**src/rtl/tlc_phase_sequencer.sv**
```systemverilog
// Traffic-light sequencer: GREEN -> YELLOW -> ALLRED over NUM_PHASES conflicting phases with latched demand.
// Optional emergency preemption is built only when TLC_PREEMPT_EN is defined.
module tlc_phase_sequencer #(
  parameter int NUM_PHASES = 4,
  parameter int TIMER_W    = 8,
  parameter int GREEN_OFF  = 16,
  parameter int GREEN_PEAK = 32,
  parameter int YELLOW_T   = 4,
  parameter int ALLRED_T   = 2,
  localparam int PW = (NUM_PHASES > 1) ? $clog2(NUM_PHASES) : 1
) (
  input  logic                    clk,
  input  logic                    reset,
  input  logic [NUM_PHASES-1:0]   sensor,
  input  logic                    peak,
`ifdef TLC_PREEMPT_EN
  input  logic                    preempt,
  input  logic [PW-1:0]           preempt_phase,
`endif
  output logic [2*NUM_PHASES-1:0] lights,
  output logic [PW-1:0]           active_phase,
  output logic [1:0]              phase_state
);

  if (NUM_PHASES < 2 || NUM_PHASES > 8) begin : g_bad_np
    $error("tlc_phase_sequencer: NUM_PHASES must be 2..8");
  end
  if (GREEN_OFF < 1 || GREEN_OFF > (2**TIMER_W) - 1) begin : g_bad_off
    $error("tlc_phase_sequencer: GREEN_OFF out of timer range");
  end
  if (GREEN_PEAK < 1 || GREEN_PEAK > (2**TIMER_W) - 1) begin : g_bad_peak
    $error("tlc_phase_sequencer: GREEN_PEAK out of timer range");
  end
  if (YELLOW_T < 1 || YELLOW_T > 2**TIMER_W || ALLRED_T < 1 || ALLRED_T > 2**TIMER_W) begin : g_bad_clr
    $error("tlc_phase_sequencer: YELLOW_T/ALLRED_T out of timer range");
  end

  typedef enum logic [1:0] {
    S_GREEN  = 2'd0,
    S_YELLOW = 2'd1,
    S_ALLRED = 2'd2
  } state_t;

  localparam logic [TIMER_W-1:0] L_OFF  = TIMER_W'(GREEN_OFF);
  localparam logic [TIMER_W-1:0] L_PEAK = TIMER_W'(GREEN_PEAK);
  localparam logic [TIMER_W-1:0] L_YEL  = TIMER_W'(YELLOW_T - 1);
  localparam logic [TIMER_W-1:0] L_AR   = TIMER_W'(ALLRED_T - 1);
  localparam logic [2*NUM_PHASES-1:0] L_ALL_RED   = {NUM_PHASES{2'd2}};
  localparam logic [2*NUM_PHASES-1:0] L_RST_LIGHT = {{(NUM_PHASES-1){2'd2}}, 2'd0};

  state_t                  r_state, w_state_n;
  logic [TIMER_W-1:0]      r_timer, w_timer_n;
  logic [TIMER_W-1:0]      r_glen, w_glen, w_glen_n;
  logic                    r_fresh;
  logic [PW-1:0]           r_active, w_active_n, w_next_phase, w_target, w_cand;
  logic                    w_found, w_enter_green;
  logic [NUM_PHASES-1:0]   r_demand, w_demand_n, w_busy, w_clr;
  logic [2*NUM_PHASES-1:0] r_lights, w_lights_n;
  logic                    w_pre_cut, w_pre_hold;

  // The green after reset release has no ALLRED entry edge, so peak is taken live on its first cycle.
  assign w_glen = r_fresh ? (peak ? L_PEAK : L_OFF) : r_glen;

  // Next served phase: first phase after the active one with demand, phase 0 always qualifies.
  always_comb begin
    w_next_phase = '0;
    w_cand       = '0;
    w_found      = 1'b0;
    for (int k = 1; k <= NUM_PHASES; k++) begin
      w_cand = PW'((int'(r_active) + k) % NUM_PHASES);
      if (!w_found && (w_cand == '0 || r_demand[w_cand])) begin
        w_next_phase = w_cand;
        w_found      = 1'b1;
      end else begin
        w_found = w_found;
      end
    end
  end

`ifdef TLC_PREEMPT_EN
  logic          r_pre_pend;
  logic [PW-1:0] r_pre_tgt;

  assign w_pre_cut  = preempt && (r_state == S_GREEN) && (r_active != preempt_phase);
  assign w_pre_hold = preempt && (r_state == S_GREEN) && (r_active == preempt_phase);
  assign w_target   = r_pre_pend ? r_pre_tgt : w_next_phase;

  // A preempt target stays pending through YELLOW/ALLRED even if the request drops meanwhile.
  always_ff @(posedge clk or negedge reset) begin
    if (!reset) begin
      r_pre_pend <= 1'b0;
      r_pre_tgt  <= '0;
    end else begin
      if (w_enter_green) begin
        r_pre_pend <= preempt && (preempt_phase != w_target);
      end else if (preempt && !w_pre_hold) begin
        r_pre_pend <= 1'b1;
      end else begin
        r_pre_pend <= r_pre_pend;
      end
      r_pre_tgt <= preempt ? preempt_phase : r_pre_tgt;
    end
  end
`else
  assign w_pre_cut  = 1'b0;
  assign w_pre_hold = 1'b0;
  assign w_target   = w_next_phase;
`endif

  // Phase FSM: state, timer, active phase, green length latch and demand clear.
  always_comb begin
    w_state_n     = r_state;
    w_timer_n     = r_timer + TIMER_W'(1);
    w_active_n    = r_active;
    w_glen_n      = w_glen;
    w_enter_green = 1'b0;
    w_clr         = '0;
    case (r_state)
      S_GREEN: begin
        if (w_pre_cut) begin
          w_state_n = S_YELLOW;
          w_timer_n = '0;
        end else if (w_pre_hold) begin
          w_timer_n = '0;
        end else if (r_timer == w_glen - TIMER_W'(1)) begin
          if (r_active == '0 && r_demand[NUM_PHASES-1:1] == '0) begin
            w_timer_n = r_timer;
          end else begin
            w_state_n = S_YELLOW;
            w_timer_n = '0;
          end
        end else begin
          w_timer_n = r_timer + TIMER_W'(1);
        end
      end
      S_YELLOW: begin
        if (r_timer == L_YEL) begin
          w_state_n = S_ALLRED;
          w_timer_n = '0;
        end else begin
          w_timer_n = r_timer + TIMER_W'(1);
        end
      end
      S_ALLRED: begin
        if (r_timer == L_AR) begin
          w_state_n         = S_GREEN;
          w_timer_n         = '0;
          w_active_n        = w_target;
          w_glen_n          = peak ? L_PEAK : L_OFF;
          w_enter_green     = 1'b1;
          w_clr[w_target]   = 1'b1;
        end else begin
          w_timer_n = r_timer + TIMER_W'(1);
        end
      end
      default: begin
        w_state_n  = S_GREEN;
        w_timer_n  = '0;
        w_active_n = '0;
      end
    endcase
  end

  // Demand latch; the group currently owning green/yellow ignores its sensor, and clear wins over set.
  always_comb begin
    w_busy = '0;
    if (r_state != S_ALLRED) begin
      w_busy[r_active] = 1'b1;
    end else begin
      w_busy = '0;
    end
    w_demand_n = (r_demand | (sensor & ~w_busy)) & ~w_clr;
  end

  // Lamp codes derived from the next state so the registered lamps line up with the state register.
  always_comb begin
    w_lights_n = L_ALL_RED;
    case (w_state_n)
      S_GREEN:  w_lights_n[{w_active_n, 1'b0} +: 2] = 2'd0;
      S_YELLOW: w_lights_n[{w_active_n, 1'b0} +: 2] = 2'd1;
      S_ALLRED: w_lights_n = L_ALL_RED;
      default:  w_lights_n = L_ALL_RED;
    endcase
  end

  // State and output registers.
  always_ff @(posedge clk or negedge reset) begin
    if (!reset) begin
      r_state  <= S_GREEN;
      r_timer  <= '0;
      r_active <= '0;
      r_demand <= '0;
      r_glen   <= L_OFF;
      r_fresh  <= 1'b1;
      r_lights <= L_RST_LIGHT;
    end else begin
      r_state  <= w_state_n;
      r_timer  <= w_timer_n;
      r_active <= w_active_n;
      r_demand <= w_demand_n;
      r_glen   <= w_glen_n;
      r_fresh  <= 1'b0;
      r_lights <= w_lights_n;
    end
  end

  assign lights       = r_lights;
  assign active_phase = r_active;
  assign phase_state  = r_state;

endmodule

```
**config.mk**
```make
export PLATFORM = sky130hd
export DESIGN_NAME = tlc_phase_sequencer
export DESIGN_NICKNAME = d
export VERILOG_FILES = /design/src/rtl/tlc_phase_sequencer.sv
export SDC_FILE = /design/constraint.sdc
export NUM_CORES = 1
export LEC_CHECK = 0
export ABC_CLOCK_PERIOD_IN_PS = 4000
export BUFFER_PORTS_ARGS = -buffer_cell sky130_fd_sc_hd__buf_4
export CORE_MARGIN = 10
export CORE_UTILIZATION = 36
export CTS_CLUSTER_SIZE = 10
export DETAILED_ROUTE_END_ITERATION = 10
export PLACE_DENSITY = 0.58
export SYNTH_ARGS = -nofsm -noshare
export SYNTH_HDL_FRONTEND = slang
export SYNTH_SLANG_ARGS = --single-unit
```
**constraint.sdc**
```tcl
create_clock -name clk -period 4 [get_ports clk]
set_input_delay 0.4 -clock clk [delete_from_list [all_inputs] [get_ports clk]]
set_output_delay 0.4 -clock clk [all_outputs]
set_load 0.01 [all_outputs]
```
==> impl_metrics.xml <==
<?xml version="1.0" encoding="UTF-8"?>
<metrics>
  <group name="synth">
    <metric name="syn-cell-area" unit="sq um">2200</metric>
    <metric name="number_of_flops_mapped_to_enable_cells_by_yosys" unit="">0</metric>
    <metric name="synth_cell_types" unit="">57</metric>
    <metric name="syn_area_per_cell" unit="sq um">9.281</metric>
    <metric name="postSynthRegisterBits" unit="">33</metric>
    <metric name="syn_inst" unit="">237</metric>
    <metric name="synth.yosys.seq_area_share" unit="">0.3783</metric>
    <metric name="async_reset_ff_frac" unit="">1.000</metric>
    <metric name="yosys_synthesis_warning_count" unit="">0</metric>
    <metric name="synth.net_count" unit="">253</metric>
    <metric name="yosys_most_used_dff" unit="">sky130_fd_sc_hd__dfrtp_1</metric>
  </group>
  <group name="pwr">
    <metric name="leakagePower" unit="nW">1.058</metric>
    <metric name="power-per-cell-area" unit="nW/um^2">528.0</metric>
    <metric name="ir_worst_vdd" unit="uV">332.5</metric>
  </group>
  <group name="sta">
    <metric name="grt_setup_unrepaired" unit="">false</metric>
    <metric name="finalWorstPathRequiredPeriod" unit="ps">3256</metric>
    <metric name="max_frequency" unit="MHz">307.1</metric>
    <metric name="slew_viol_final" unit="">0</metric>
    <metric name="final.setup_skew" unit="ps">7.629</metric>
    <metric name="report.final.hold_viol_count" unit="">0</metric>
    <metric name="final.period_utilization" unit="">0.8140</metric>
    <metric name="slew-limit-headroom" unit="">0.5712</metric>
    <metric name="report.final.setup_viol" unit="">0</metric>
    <metric name="setup-tns-final" unit="ps">0</metric>
    <metric name="worst_slew_pin_slew" unit="ps">634.3</metric>
  </group>
  <group name="clocking">
    <metric name="cts.sinks" unit="">33</metric>
    <metric name="cts-htree-levels" unit="">2</metric>
    <metric name="cts.reportedPaths.clkPinSlew" unit="ps">80</metric>
    <metric name="clock_path_buffers" unit="">2</metric>
    <metric name="number_of_gates_given_a_new_drive_strength_after_cts" unit="">0</metric>
    <metric name="cts-hold-fix-buffers" unit="">0</metric>
    <metric name="cts_tree" unit="">done</metric>
    <metric name="clock_tree.root_cell" unit="">sky130_fd_sc_hd__clkbuf_8</metric>
    <metric name="total_cts_buffers" unit="">5</metric>
    <metric name="worstSkewPairLatency" unit="ps">290</metric>
    <metric name="cts.repair_timing.setup_buffer_count" unit="">0</metric>
  </group>
  <group name="grt">
    <metric name="grt_pass1_vias" unit="">1755</metric>
    <metric name="grt_antenna_before_repair" unit="">0</metric>
    <metric name="grt.overflow.total" unit="">0</metric>
    <metric name="track_usage" unit="">0.1063</metric>
    <metric name="grt_max_degree" unit="">34</metric>
    <metric name="grt_first_pass_wirelength" unit="mm">8.645</metric>
  </group>
  <group name="layout">
    <metric name="area_delta_synth_final" unit="%">14.22</metric>
    <metric name="post_route_cells_drive_above_1_share" unit="">0.1907</metric>
    <metric name="diodes_inserted" unit="">0</metric>
    <metric name="final_area" unit="sq um">2512</metric>
    <metric name="fin_nets" unit="">272</metric>
  </group>
  <group name="worst_setup_path">
    <metric name="timing.critical_path.from_type" unit="">register</metric>
    <metric name="crit_required" unit="ps">4160</metric>
    <metric name="endpoint" unit="">r_timer[2]</metric>
    <metric name="slowest_stage" unit="">sky130_fd_sc_hd__dfstp_2</metric>
    <metric name="crit_path_cell_trace" unit="">nand2b_4 -&gt; ha_1 -&gt; nor3b_1 -&gt; mux2_2 -&gt; a211oi_2 -&gt; o211ai_1 -&gt; o31a_1 -&gt; o311ai_0 -&gt; o21ai_0</metric>
    <metric name="critical_path_endpoint_category" unit="">register</metric>
    <metric name="crit_path_arrival_time" unit="ps">3420</metric>
    <metric name="cp_slowest_stage_delay" unit="ps">710</metric>
    <metric name="r2r_end" unit="">r_timer[2]</metric>
    <metric name="reg2reg_from" unit="">r_fresh</metric>
    <metric name="timing.critical_path.max_delay_family" unit="">compound AO/OA/AOI/OAI gates</metric>
    <metric name="cp.buffers_inverters" unit="">0</metric>
    <metric name="cp_max_fo" unit="">20</metric>
    <metric name="path_class" unit="">reg -&gt; reg</metric>
    <metric name="worst-path-stages" unit="">9</metric>
    <metric name="timing.critical_path.from" unit="">r_fresh</metric>
    <metric name="reg2reg_slack" unit="ps">740</metric>
    <metric name="ff2ff_path_depth" unit="">9</metric>
  </group>
  <group name="route">
    <metric name="drtAntennaViolNets" unit="">0</metric>
    <metric name="post_drt_wl_per_cell" unit="um">15.21</metric>
    <metric name="number_of_drc_markers_in_iteration_0" unit="">129</metric>
    <metric name="via_per_inst" unit="">5.464</metric>
    <metric name="firstDrtPassIters" unit="">4</metric>
    <metric name="via_count" unit="">1814</metric>
    <metric name="drc" unit="">0</metric>
    <metric name="finalWirelength" unit="mm">5.049</metric>
  </group>
  <group name="placed_design">
    <metric name="buffers_added_on_ports" unit="">18</metric>
    <metric name="globalplace.congestion" unit="">0.8127</metric>
    <metric name="detailed_place_hpwl" unit="mm">3.771</metric>
    <metric name="placedInstanceArea" unit="sq um">2397</metric>
  </group>
  <group name="floorplan">
    <metric name="core_area" unit="sq um">5921</metric>
    <metric name="placementRows" unit="">28</metric>
    <metric name="floorplan.initialDensity" unit="">0.3715</metric>
    <metric name="floorplan.die_area" unit="sq um">9636</metric>
    <metric name="die-width" unit="um">98.17</metric>
    <metric name="io_pins" unit="">19</metric>
    <metric name="die-height" unit="um">98.17</metric>
  </group>
  <group name="run_status">
    <metric name="status" unit="">completed</metric>
  </group>
  <group name="run">
    <metric name="cap_violations" unit="">0</metric>
  </group>
  <group name="min_path">
    <metric name="worst_hold_check_path_type" unit="">in -&gt; async</metric>
  </group>
</metrics>
## report_power, final
| part | leakage [nW] | internal (mW) | switching [mW] | total [mW] |
|---|---|---|---|---|
| combinational | 0.606 | 0.233 | 0.270 | 0.503 |
| clock | 0.0543 | 0.186 | 0.137 | 0.323 |
| sequential | 0.397 | 0.397 | 0.104 | 0.501 |
## stage by stage
step                      hold slack (ps)  std cells  setup WS [ps]  utilization  power, mW
after global routing                51.53        332          522.1       0.4243      1.433
after global placement              369.7        324          843.6       0.4049      1.002
final                               30.86        332          743.9       0.4243      1.326
after detailed placement            368.1        324          798.2       0.4049      1.006
after CTS                           46.01        332          766.5       0.4243      1.334
after floorplan                     104.4        237          798.2            -     0.8631
## cell type report
| cell class | count | area (sq um) |
|---|---|---|
| multi-input combinational | 186 | 1291 |
| clock inverter | 3 | 46.29 |
| tap | 75 | 93.84 |
| inverter | 12 | 45.04 |
| sequential | 33 | 832.0 |
| fill | 592 | 3408 |
| clock buffer | 5 | 68.82 |
| timing repair buffer | 18 | 135.1 |
## sequential cells by signal, indices dropped and copies added (netlist names)
register	count
r_timer	8
lights	8
r_demand	4
r_glen	8
phase_state	2
active_phase	2
r_fresh	1
## synth_stat cells (5+ instances only)
cell | number | area share
sky130_fd_sc_hd__dfrtp_1 | 28 | 0.32
sky130_fd_sc_hd__nor2_1 | 28 | 0.048
sky130_fd_sc_hd__nand2_1 | 15 | 0.026
sky130_fd_sc_hd__inv_1 | 12 | 0.020
sky130_fd_sc_hd__o21ai_0 | 12 | 0.027
sky130_fd_sc_hd__nor3_1 | 10 | 0.023
sky130_fd_sc_hd__a21oi_1 | 9 | 0.020
sky130_fd_sc_hd__ha_1 | 9 | 0.051
sky130_fd_sc_hd__and3_1 | 8 | 0.023
sky130_fd_sc_hd__nand2b_1 | 7 | 0.020
sky130_fd_sc_hd__and2_1 | 6 | 0.017
sky130_fd_sc_hd__a31oi_1 | 5 | 0.014
sky130_fd_sc_hd__dfstp_2 | 5 | 0.060
## how the worst min path moves through the flow
stage / start / to / slack (ps) / cells past startpoint
after floorplan: reset / active_phase[0] / 100 / 0
after global placement: reset / lights[1] / 370 / 1
after detailed placement: reset / lights[1] / 370 / 1
after CTS: reset / lights[1] / 50 / 1
after global routing: reset / lights[0] / 50 / 1
final: reset / lights[1] / 30 / 1
## per-layer routing
| metal | wire length (um) | track usage | vias to the layer above |
|---|---|---|---|
| li1 | - | - | 906 |
| met5 | 0 | 0 | - |
| met1 | 2460 | 0.1455 | 865 |
| met3 | 241 | 0.02114 | 4 |
| met4 | 76 | 0.04300 | 0 |
| met2 | 2270 | 0.1584 | 39 |
## logic make-up after synthesis
kind of cell	synth area share
xor+xnor	0.02787
fa+ha+maj	0.05120
buf+inv	0.03469
flops	0.3783
compound gates	0.1849
simple gates	0.2469
other cells	0.001705
mux	0.07452
## cell usage in the layout (no fill, tap or decap), types with 6 or more instances in the layout
master                     Yosys  routed
sky130_fd_sc_hd__dfrtp_1      28      28
sky130_fd_sc_hd__a21oi_1       9       9
sky130_fd_sc_hd__nand2b_1      7       7
sky130_fd_sc_hd__nor3_1       10      10
sky130_fd_sc_hd__nor2_1       28      28
sky130_fd_sc_hd__o21ai_0      12      12
sky130_fd_sc_hd__buf_4         0      18
sky130_fd_sc_hd__and2_1        6       6
sky130_fd_sc_hd__ha_1          9       9
sky130_fd_sc_hd__and3_1        8       8
sky130_fd_sc_hd__inv_1        12      12
sky130_fd_sc_hd__nand2_1      15      15
No activity file was read; power rests on OpenSTA's default activity.
